**config.mk**
```make
export PLATFORM = sky130hd
export DESIGN_NAME = id_issue_queue_flat
export DESIGN_NICKNAME = d
export VERILOG_FILES = /design/src/rtl/id_issue_queue_if.sv /design/src/rtl/id_issue_queue.sv /design/src/flat_wrapper.sv
export SDC_FILE = /design/constraint.sdc
export NUM_CORES = 1
export LEC_CHECK = 0
export ABC_AREA = 0
export BUFFER_PORTS_ARGS = -buffer_cell sky130_fd_sc_hd__buf_2
export CAP_MARGIN = 20
export CORE_UTILIZATION = 40
export CTS_CLUSTER_DIAMETER = 120
export DETAILED_ROUTE_END_ITERATION = 6
export PLACE_DENSITY = 0.6
export SETUP_SLACK_MARGIN = 0.2
export SYNTH_ARGS = -nofsm -noshare
export SYNTH_HDL_FRONTEND = slang
export SYNTH_SLANG_ARGS = --single-unit
```
**constraint.sdc**
```tcl
create_clock -name clk -period 7.9 [get_ports clk]
set_clock_uncertainty 0.2 [all_clocks]
set_input_delay 1.58 -clock clk [delete_from_list [all_inputs] [get_ports clk]]
set_output_delay 1.58 -clock clk [all_outputs]
set_load 0.01 [all_outputs]
```
**src/rtl/id_issue_queue_if.sv**
```systemverilog
// Handshake bundle between fetch, the decode issue queue and its consumers.
interface id_issue_queue_if #(
  parameter int unsigned ADDR_WIDTH = 32,
  parameter int unsigned INST_WIDTH = 32,
  parameter int unsigned DEPTH      = 4,
  parameter int unsigned CNT_WIDTH  = 16
);
  localparam int unsigned COUNT_WIDTH = $clog2(DEPTH) + 1;

  logic                   if_valid;
  logic [ADDR_WIDTH-1:0]  if_addr;
  logic [INST_WIDTH-1:0]  if_inst;
  logic                   if_ready;
  logic                   flush;
  logic                   ex_load_valid;
  logic [4:0]             ex_load_reg;
  logic                   dec_valid;
  logic                   dec_ready;
  logic [ADDR_WIDTH-1:0]  dec_addr;
  logic [INST_WIDTH-1:0]  dec_inst;
  logic                   stall_request;
  logic [COUNT_WIDTH-1:0] count;
  logic [CNT_WIDTH-1:0]   stall_cycles;

  // Environment side: fetch, EX hazard info and decode acceptance.
  modport master (
    output if_valid, if_addr, if_inst, flush, ex_load_valid, ex_load_reg, dec_ready,
    input  if_ready, dec_valid, dec_addr, dec_inst, stall_request, count, stall_cycles
  );

  // Queue side.
  modport slave (
    input  if_valid, if_addr, if_inst, flush, ex_load_valid, ex_load_reg, dec_ready,
    output if_ready, dec_valid, dec_addr, dec_inst, stall_request, count, stall_cycles
  );
endinterface

```
**src/rtl/id_issue_queue.sv**
```systemverilog
// Decode-stage issue queue: circular FIFO of {pc, inst} between IF and decode,
// holding the head back on a load-use hazard against the load in EX.
module id_issue_queue #(
  parameter int unsigned ADDR_WIDTH = 32,
  parameter int unsigned INST_WIDTH = 32,
  parameter int unsigned DEPTH      = 4,
  parameter int unsigned CNT_WIDTH  = 16
) (
  input  logic            clk,
  input  logic            rst,
  id_issue_queue_if.slave bus
);
  localparam int unsigned PTR_WIDTH   = $clog2(DEPTH);
  localparam int unsigned COUNT_WIDTH = PTR_WIDTH + 1;

  logic [ADDR_WIDTH-1:0]  addr_mem_q [DEPTH];
  logic [INST_WIDTH-1:0]  inst_mem_q [DEPTH];

  logic [PTR_WIDTH-1:0]   wr_ptr_q, wr_ptr_d;
  logic [PTR_WIDTH-1:0]   rd_ptr_q, rd_ptr_d;
  logic [COUNT_WIDTH-1:0] count_q, count_d;
  logic [CNT_WIDTH-1:0]   stall_cnt_q, stall_cnt_d;

  logic                   empty_c;
  logic                   ready_c;
  logic [ADDR_WIDTH-1:0]  head_addr_c;
  logic [INST_WIDTH-1:0]  head_inst_c;
  logic [5:0]             opcode_c;
  logic [4:0]             rs_c;
  logic [4:0]             rt_c;
  logic                   reads_rt_c;
  logic                   hazard_c;
  logic                   issue_c;
  logic                   push_c;
  logic                   pop_c;

  assign empty_c     = (count_q == '0);
  assign ready_c     = (count_q < COUNT_WIDTH'(DEPTH));
  assign head_addr_c = addr_mem_q[rd_ptr_q];
  assign head_inst_c = inst_mem_q[rd_ptr_q];
  assign opcode_c    = head_inst_c[31:26];
  assign rs_c        = head_inst_c[25:21];
  assign rt_c        = head_inst_c[20:16];

  // rt is a source for R-type, BEQ/BNE and stores; a destination or unused otherwise.
  always_comb begin
    reads_rt_c = 1'b0;
    case (opcode_c)
      6'h00, 6'h04, 6'h05, 6'h28, 6'h29, 6'h2A, 6'h2B: reads_rt_c = 1'b1;
      default:                                         reads_rt_c = 1'b0;
    endcase
  end

  // Load-use hazard between the load in EX and the queue head; $0 never conflicts.
  assign hazard_c = !empty_c && bus.ex_load_valid && (bus.ex_load_reg != 5'd0) &&
                    ((bus.ex_load_reg == rs_c) ||
                     (reads_rt_c && (bus.ex_load_reg == rt_c)));

  assign issue_c = !empty_c && !hazard_c && !bus.flush;
  assign push_c  = bus.if_valid && ready_c && !bus.flush;
  assign pop_c   = issue_c && bus.dec_ready;

  // Next-state for pointers, occupancy and the saturating stall counter.
  always_comb begin
    wr_ptr_d    = wr_ptr_q;
    rd_ptr_d    = rd_ptr_q;
    count_d     = count_q;
    stall_cnt_d = stall_cnt_q;
    if (bus.flush) begin
      wr_ptr_d = '0;
      rd_ptr_d = '0;
      count_d  = '0;
    end else begin
      if (push_c) wr_ptr_d = wr_ptr_q + PTR_WIDTH'(1);
      if (pop_c)  rd_ptr_d = rd_ptr_q + PTR_WIDTH'(1);
      case ({push_c, pop_c})
        2'b10:   count_d = count_q + COUNT_WIDTH'(1);
        2'b01:   count_d = count_q - COUNT_WIDTH'(1);
        default: count_d = count_q;
      endcase
    end
    if (hazard_c && (stall_cnt_q != '1)) stall_cnt_d = stall_cnt_q + CNT_WIDTH'(1);
  end

  // Control state register; reset takes effect immediately.
  always_ff @(posedge clk or posedge rst) begin
    if (rst) begin
      wr_ptr_q    <= '0;
      rd_ptr_q    <= '0;
      count_q     <= '0;
      stall_cnt_q <= '0;
    end else begin
      wr_ptr_q    <= wr_ptr_d;
      rd_ptr_q    <= rd_ptr_d;
      count_q     <= count_d;
      stall_cnt_q <= stall_cnt_d;
    end
  end

  // Entry storage; left uncleared on reset since the pointers make it invisible.
  always_ff @(posedge clk) begin
    if (push_c) begin
      addr_mem_q[wr_ptr_q] <= bus.if_addr;
      inst_mem_q[wr_ptr_q] <= bus.if_inst;
    end
  end

  assign bus.if_ready      = ready_c;
  assign bus.dec_valid     = issue_c;
  assign bus.dec_addr      = empty_c ? '0 : head_addr_c;
  assign bus.dec_inst      = empty_c ? '0 : head_inst_c;
  assign bus.stall_request = hazard_c;
  assign bus.count         = count_q;
  assign bus.stall_cycles  = stall_cnt_q;
endmodule

```
**src/flat_wrapper.sv**
```systemverilog
// flat-port wrapper written by rule: the top's interface ports become plain ports
module id_issue_queue_flat 
#(
  parameter int unsigned ADDR_WIDTH = 32,
  parameter int unsigned INST_WIDTH = 32,
  parameter int unsigned DEPTH      = 4,
  parameter int unsigned CNT_WIDTH  = 16
)
  (clk, rst, bus_if_valid, bus_if_addr, bus_if_inst, bus_flush, bus_ex_load_valid, bus_ex_load_reg, bus_dec_ready, bus_if_ready, bus_dec_valid, bus_dec_addr, bus_dec_inst, bus_stall_request, bus_count, bus_stall_cycles);
  id_issue_queue_if #(.ADDR_WIDTH(ADDR_WIDTH), .INST_WIDTH(INST_WIDTH), .DEPTH(DEPTH), .CNT_WIDTH(CNT_WIDTH)) bus_i ();
  input  logic clk;
  input  logic rst;
  input wire logic [$bits(bus_i.if_valid)-1:0] bus_if_valid;
  input wire logic [$bits(bus_i.if_addr)-1:0] bus_if_addr;
  input wire logic [$bits(bus_i.if_inst)-1:0] bus_if_inst;
  input wire logic [$bits(bus_i.flush)-1:0] bus_flush;
  input wire logic [$bits(bus_i.ex_load_valid)-1:0] bus_ex_load_valid;
  input wire logic [$bits(bus_i.ex_load_reg)-1:0] bus_ex_load_reg;
  input wire logic [$bits(bus_i.dec_ready)-1:0] bus_dec_ready;
  output wire logic [$bits(bus_i.if_ready)-1:0] bus_if_ready;
  output wire logic [$bits(bus_i.dec_valid)-1:0] bus_dec_valid;
  output wire logic [$bits(bus_i.dec_addr)-1:0] bus_dec_addr;
  output wire logic [$bits(bus_i.dec_inst)-1:0] bus_dec_inst;
  output wire logic [$bits(bus_i.stall_request)-1:0] bus_stall_request;
  output wire logic [$bits(bus_i.count)-1:0] bus_count;
  output wire logic [$bits(bus_i.stall_cycles)-1:0] bus_stall_cycles;
  assign bus_i.if_valid = bus_if_valid;
  assign bus_i.if_addr = bus_if_addr;
  assign bus_i.if_inst = bus_if_inst;
  assign bus_i.flush = bus_flush;
  assign bus_i.ex_load_valid = bus_ex_load_valid;
  assign bus_i.ex_load_reg = bus_ex_load_reg;
  assign bus_i.dec_ready = bus_dec_ready;
  assign bus_if_ready = bus_i.if_ready;
  assign bus_dec_valid = bus_i.dec_valid;
  assign bus_dec_addr = bus_i.dec_addr;
  assign bus_dec_inst = bus_i.dec_inst;
  assign bus_stall_request = bus_i.stall_request;
  assign bus_count = bus_i.count;
  assign bus_stall_cycles = bus_i.stall_cycles;
  id_issue_queue #(.ADDR_WIDTH(ADDR_WIDTH), .INST_WIDTH(INST_WIDTH), .DEPTH(DEPTH), .CNT_WIDTH(CNT_WIDTH)) u_core (.clk(clk), .rst(rst), .bus(bus_i));
endmodule
```
==> summary.txt <==
CTS
  – Number of gates resized after CTS: 0
  – Maximum clock insertion buffer count: 3
  – TritonCTS clock tree: yes
  – # Post-CTS Setup Buffers: 0
  – Cts bufs inserted: 29
  – Total number of clock tree sinks: 279
  – Clock latency at the later pin of the worst-skew pair: 0.55 ns
  – Worst-path clk slew: 0.06 ns
  – Total number of H-tree levels: 1
  – Hold-fix buffer count after cts: 0
  – Cell at the root of the clock tree: clkbuf_16

Pwr
  – Power Dens Cells: 280 mW/mm²
  – IR drop worst, VDD: 0.195 mV
  – Total Power: 0.00369 W
  – Leakage: 4.66 nW

Drt
  – 1st-pass router iterations: 6
  – Detail-routed via count per cell: 5.05
  – Total vias in the final route: 5,634
  – ANT nets after route: 0
  – DR WL/cell: 20.0 µm
  – Number of remaining DRC errors: 0
  – Final WL: 22,300 µm
  – Iter 0 DRT Violations: 344

Layout
  – Final Net Count: 801
  – Layout Cell Area excl Fill: 0.0132 mm²
  – Most frequent standard cell in the layout excluding fill and tap cells: edfxtp_1
  – Layout fillers: 2,259
  – Ratio of cells with drive above 1 in the final layout: 0.372
  – Top library cells by usage in the layout, fill and taps aside: edfxtp_1, buf_2, and2_1, mux4_2, clkbuf_16
  – P&R area growth vs syn: 18.7%

Yosys
  – Post-synthesis net count: 631
  – Portion of the post-synthesis area used by sequential elements: 0.744
  – Cell area after synthesis: 0.0111 mm²
  – Average footprint of a synthesized cell: 20.2 µm²
  – Area leader, netlist: edfxtp_1
  – Flop and latch count out of synthesis: 279
  – Number of instances in the synthesized netlist: 550
  – Number of distinct standard cells referenced by the synthesized netlist: 41
  – Total of warnings raised by yosys: 0
  – Largest cells by area after synthesis: edfxtp_1, mux4_2, dfrtp_1
  – Share of the synthesized area in the top cell type: 0.692

Setup path
  – Endpoint required time on the critical path: 6.12 ns
  – WS Path Type: reg -> out
  – Type of origin of the critical path: flop
  – Worst reg-to-reg setup slack: 3.17 ns
  – Highest fanout seen on the critical path: 36
  – Arrival @ worst endpoint: 3.74 ns
  – Category of the worst setup path capture point: output pin

Placed design
  – Area after detailed placement: 0.0123 mm²
  – Weighted congestion reported at the end of routability-driven placement: 0.804
  – Port Buffers: 160
  – Detailed Place HPWL: 13,000 µm

Global route
  – Vias in the first global route: 6,081
  – Gr ovfl total: 0
  – Number of antenna violations at the first check in global routing: 4
  – Tot GR Track Use: 0.160
  – Global-route wire length before repair: 34,400 µm
  – Maximum number of pins on one net before global-route repair: 67

Timing
  – Slew Limit Fails: 0
  – Final critical-path required period: 5.52 ns
  – Worst slew slack as a fraction of its limit: 0.304
  – F_max: 181 MHz
  – Setup-failing EPs final: 0
  – RSZ-0062 raised after global routing: no
  – Period utilisation layout: 0.699
  – Setup total negative slack: 0 ns
  – Transition time of the tightest slew-check pin: 1.04 ns
  – Minimum hold slack: 0.299 ns
  – Final count of hold timing violations: 0

Die
  – Height of the chip: 169 µm
  – Initial Util: 0.410
  – Area of the die: 0.0284 mm²
  – Width of the die: 169 µm
  – Placeable Area: 0.0271 mm²
  – Count of pins on the block boundary: 161
  – Cell Rows: 60

Run
  – Count of max-cap constraint violations: 0

Outcome
  – Outcome: finished, final reports clean

Min path
  – Hold/Removal Path Class: reg -> reg
==> synth_stat cells <==
cell,number
nand2_1,8
fa_1,1
buf_2,3
o41ai_1,1
buf_6,1
a31oi_1,1
mux2i_1,1
xnor2_1,14
or3_1,2
nor3_1,4
o211ai_1,1
inv_1,9
buf_1,6
o32ai_2,1
mux2_2,2
edfxtp_1,256
nand2b_1,2
clkbuf_1,15
or4_4,1
a211oi_4,1
nand3b_1,2
nor4_1,7
nor4_2,2
nor2_1,10
ha_1,5
or2_2,2
dfrtp_1,23
xor2_1,12
nand3_1,6
mux4_2,57
or4_1,1
a21oi_1,1
nand4_1,6
or4b_2,1
mux4_1,7
nand4b_1,2
and2_1,69
xnor3_1,1
nor2b_1,2
or4b_1,1
nor3_2,3
==> flip-flops by register name (all words and copies together) (netlist names) <==
name and cells:
u_core.bus.count 3, u_core.addr_mem_q 128, u_core.inst_mem_q 128, u_core.bus.stall_cycles 16
u_core.rd_ptr_q 2, u_core.wr_ptr_q 2
==> final timing paths <==
check / cells after the start / start / endpoint
max: 8 / u_core.rd_ptr_q[0]$_DFFE_PP0P_ / bus_dec_valid
min: 1 / u_core.bus.stall_cycles[15]$_DFFE_PP0P_ / u_core.bus.stall_cycles[15]$_DFFE_PP0P_
max reg2reg: 11 / u_core.rd_ptr_q[0]$_DFFE_PP0P_ / u_core.bus.count[1]$_DFFE_PP0P_
min reg2reg: 1 / u_core.bus.stall_cycles[15]$_DFFE_PP0P_ / u_core.bus.stall_cycles[15]$_DFFE_PP0P_
max in group asynchronous: 2 / rst / u_core.rd_ptr_q[1]$_DFFE_PP0P_
min in group asynchronous: 2 / rst / u_core.bus.count[2]$_DFFE_PP0P_
==> through the flow <==
stage | setup WS (ns) | instances | utilization
2_1_floorplan | 2.99 | 550 | -
3_3_place_gp | 2.83 | 1060 | 0.454
3_5_place_dp | 2.81 | 1060 | 0.454
4_1_cts | 2.29 | 1112 | 0.486
5_1_grt | 2.08 | 1113 | 0.486
6_report | 2.38 | 1116 | 0.486
==> critical path, cell delays in order (launching register included) <==
cell and delay (ns):
dfrtp_4 0.90, buf_4 0.66, mux4_2 0.65, xnor2_1 0.16, nand4_1 0.12, nor3_2 0.32
or2_2 0.19, nor3_1 0.04, buf_2 0.15
==> cell type report <==
class | instances | area [µm²] | area share
clock buffers | 36 | 752 | 0.0571
flip-flops and latches | 279 | 8270 | 0.628
repair buffers | 164 | 835 | 0.0633
well taps | 372 | 465 | 0.0353
clock inverters | 16 | 100 | 0.00760
diodes | 3 | 7.51 | 0.000570
multi-input cells | 237 | 2720 | 0.206
inverters | 9 | 33.8 | 0.00256
==> logic make-up after synthesis <==
family	share of synthesized area
DFF	0.744
and+or+nand+nor	0.0727
muxes	0.135
buffers and inverters	0.0125
xor gates and xnor gates	0.0225
AOI/OAI and AO/OA	0.00575
adders and majority gates	0.00744
==> where the power goes <==
group / switching [W] / total, W / internal (W)
Sequential: 0.0000701 / 0.00175 / 0.00168
Combinational: 0.000368 / 0.000711 / 0.000343
Clock: 0.000530 / 0.00123 / 0.000702
Total: 0.000968 / 0.00369 / 0.00273
==> routing by layer <==
metal  part of all wire  global-route usage  up-vias
li1                   -                   -     2530
met1               0.42               0.202     2900
met2               0.49               0.269      169
met3              0.070              0.0489       33
met4              0.018              0.0415        2
met5            0.00049                   0        -
No activity file was read; power rests on OpenSTA's default activity.
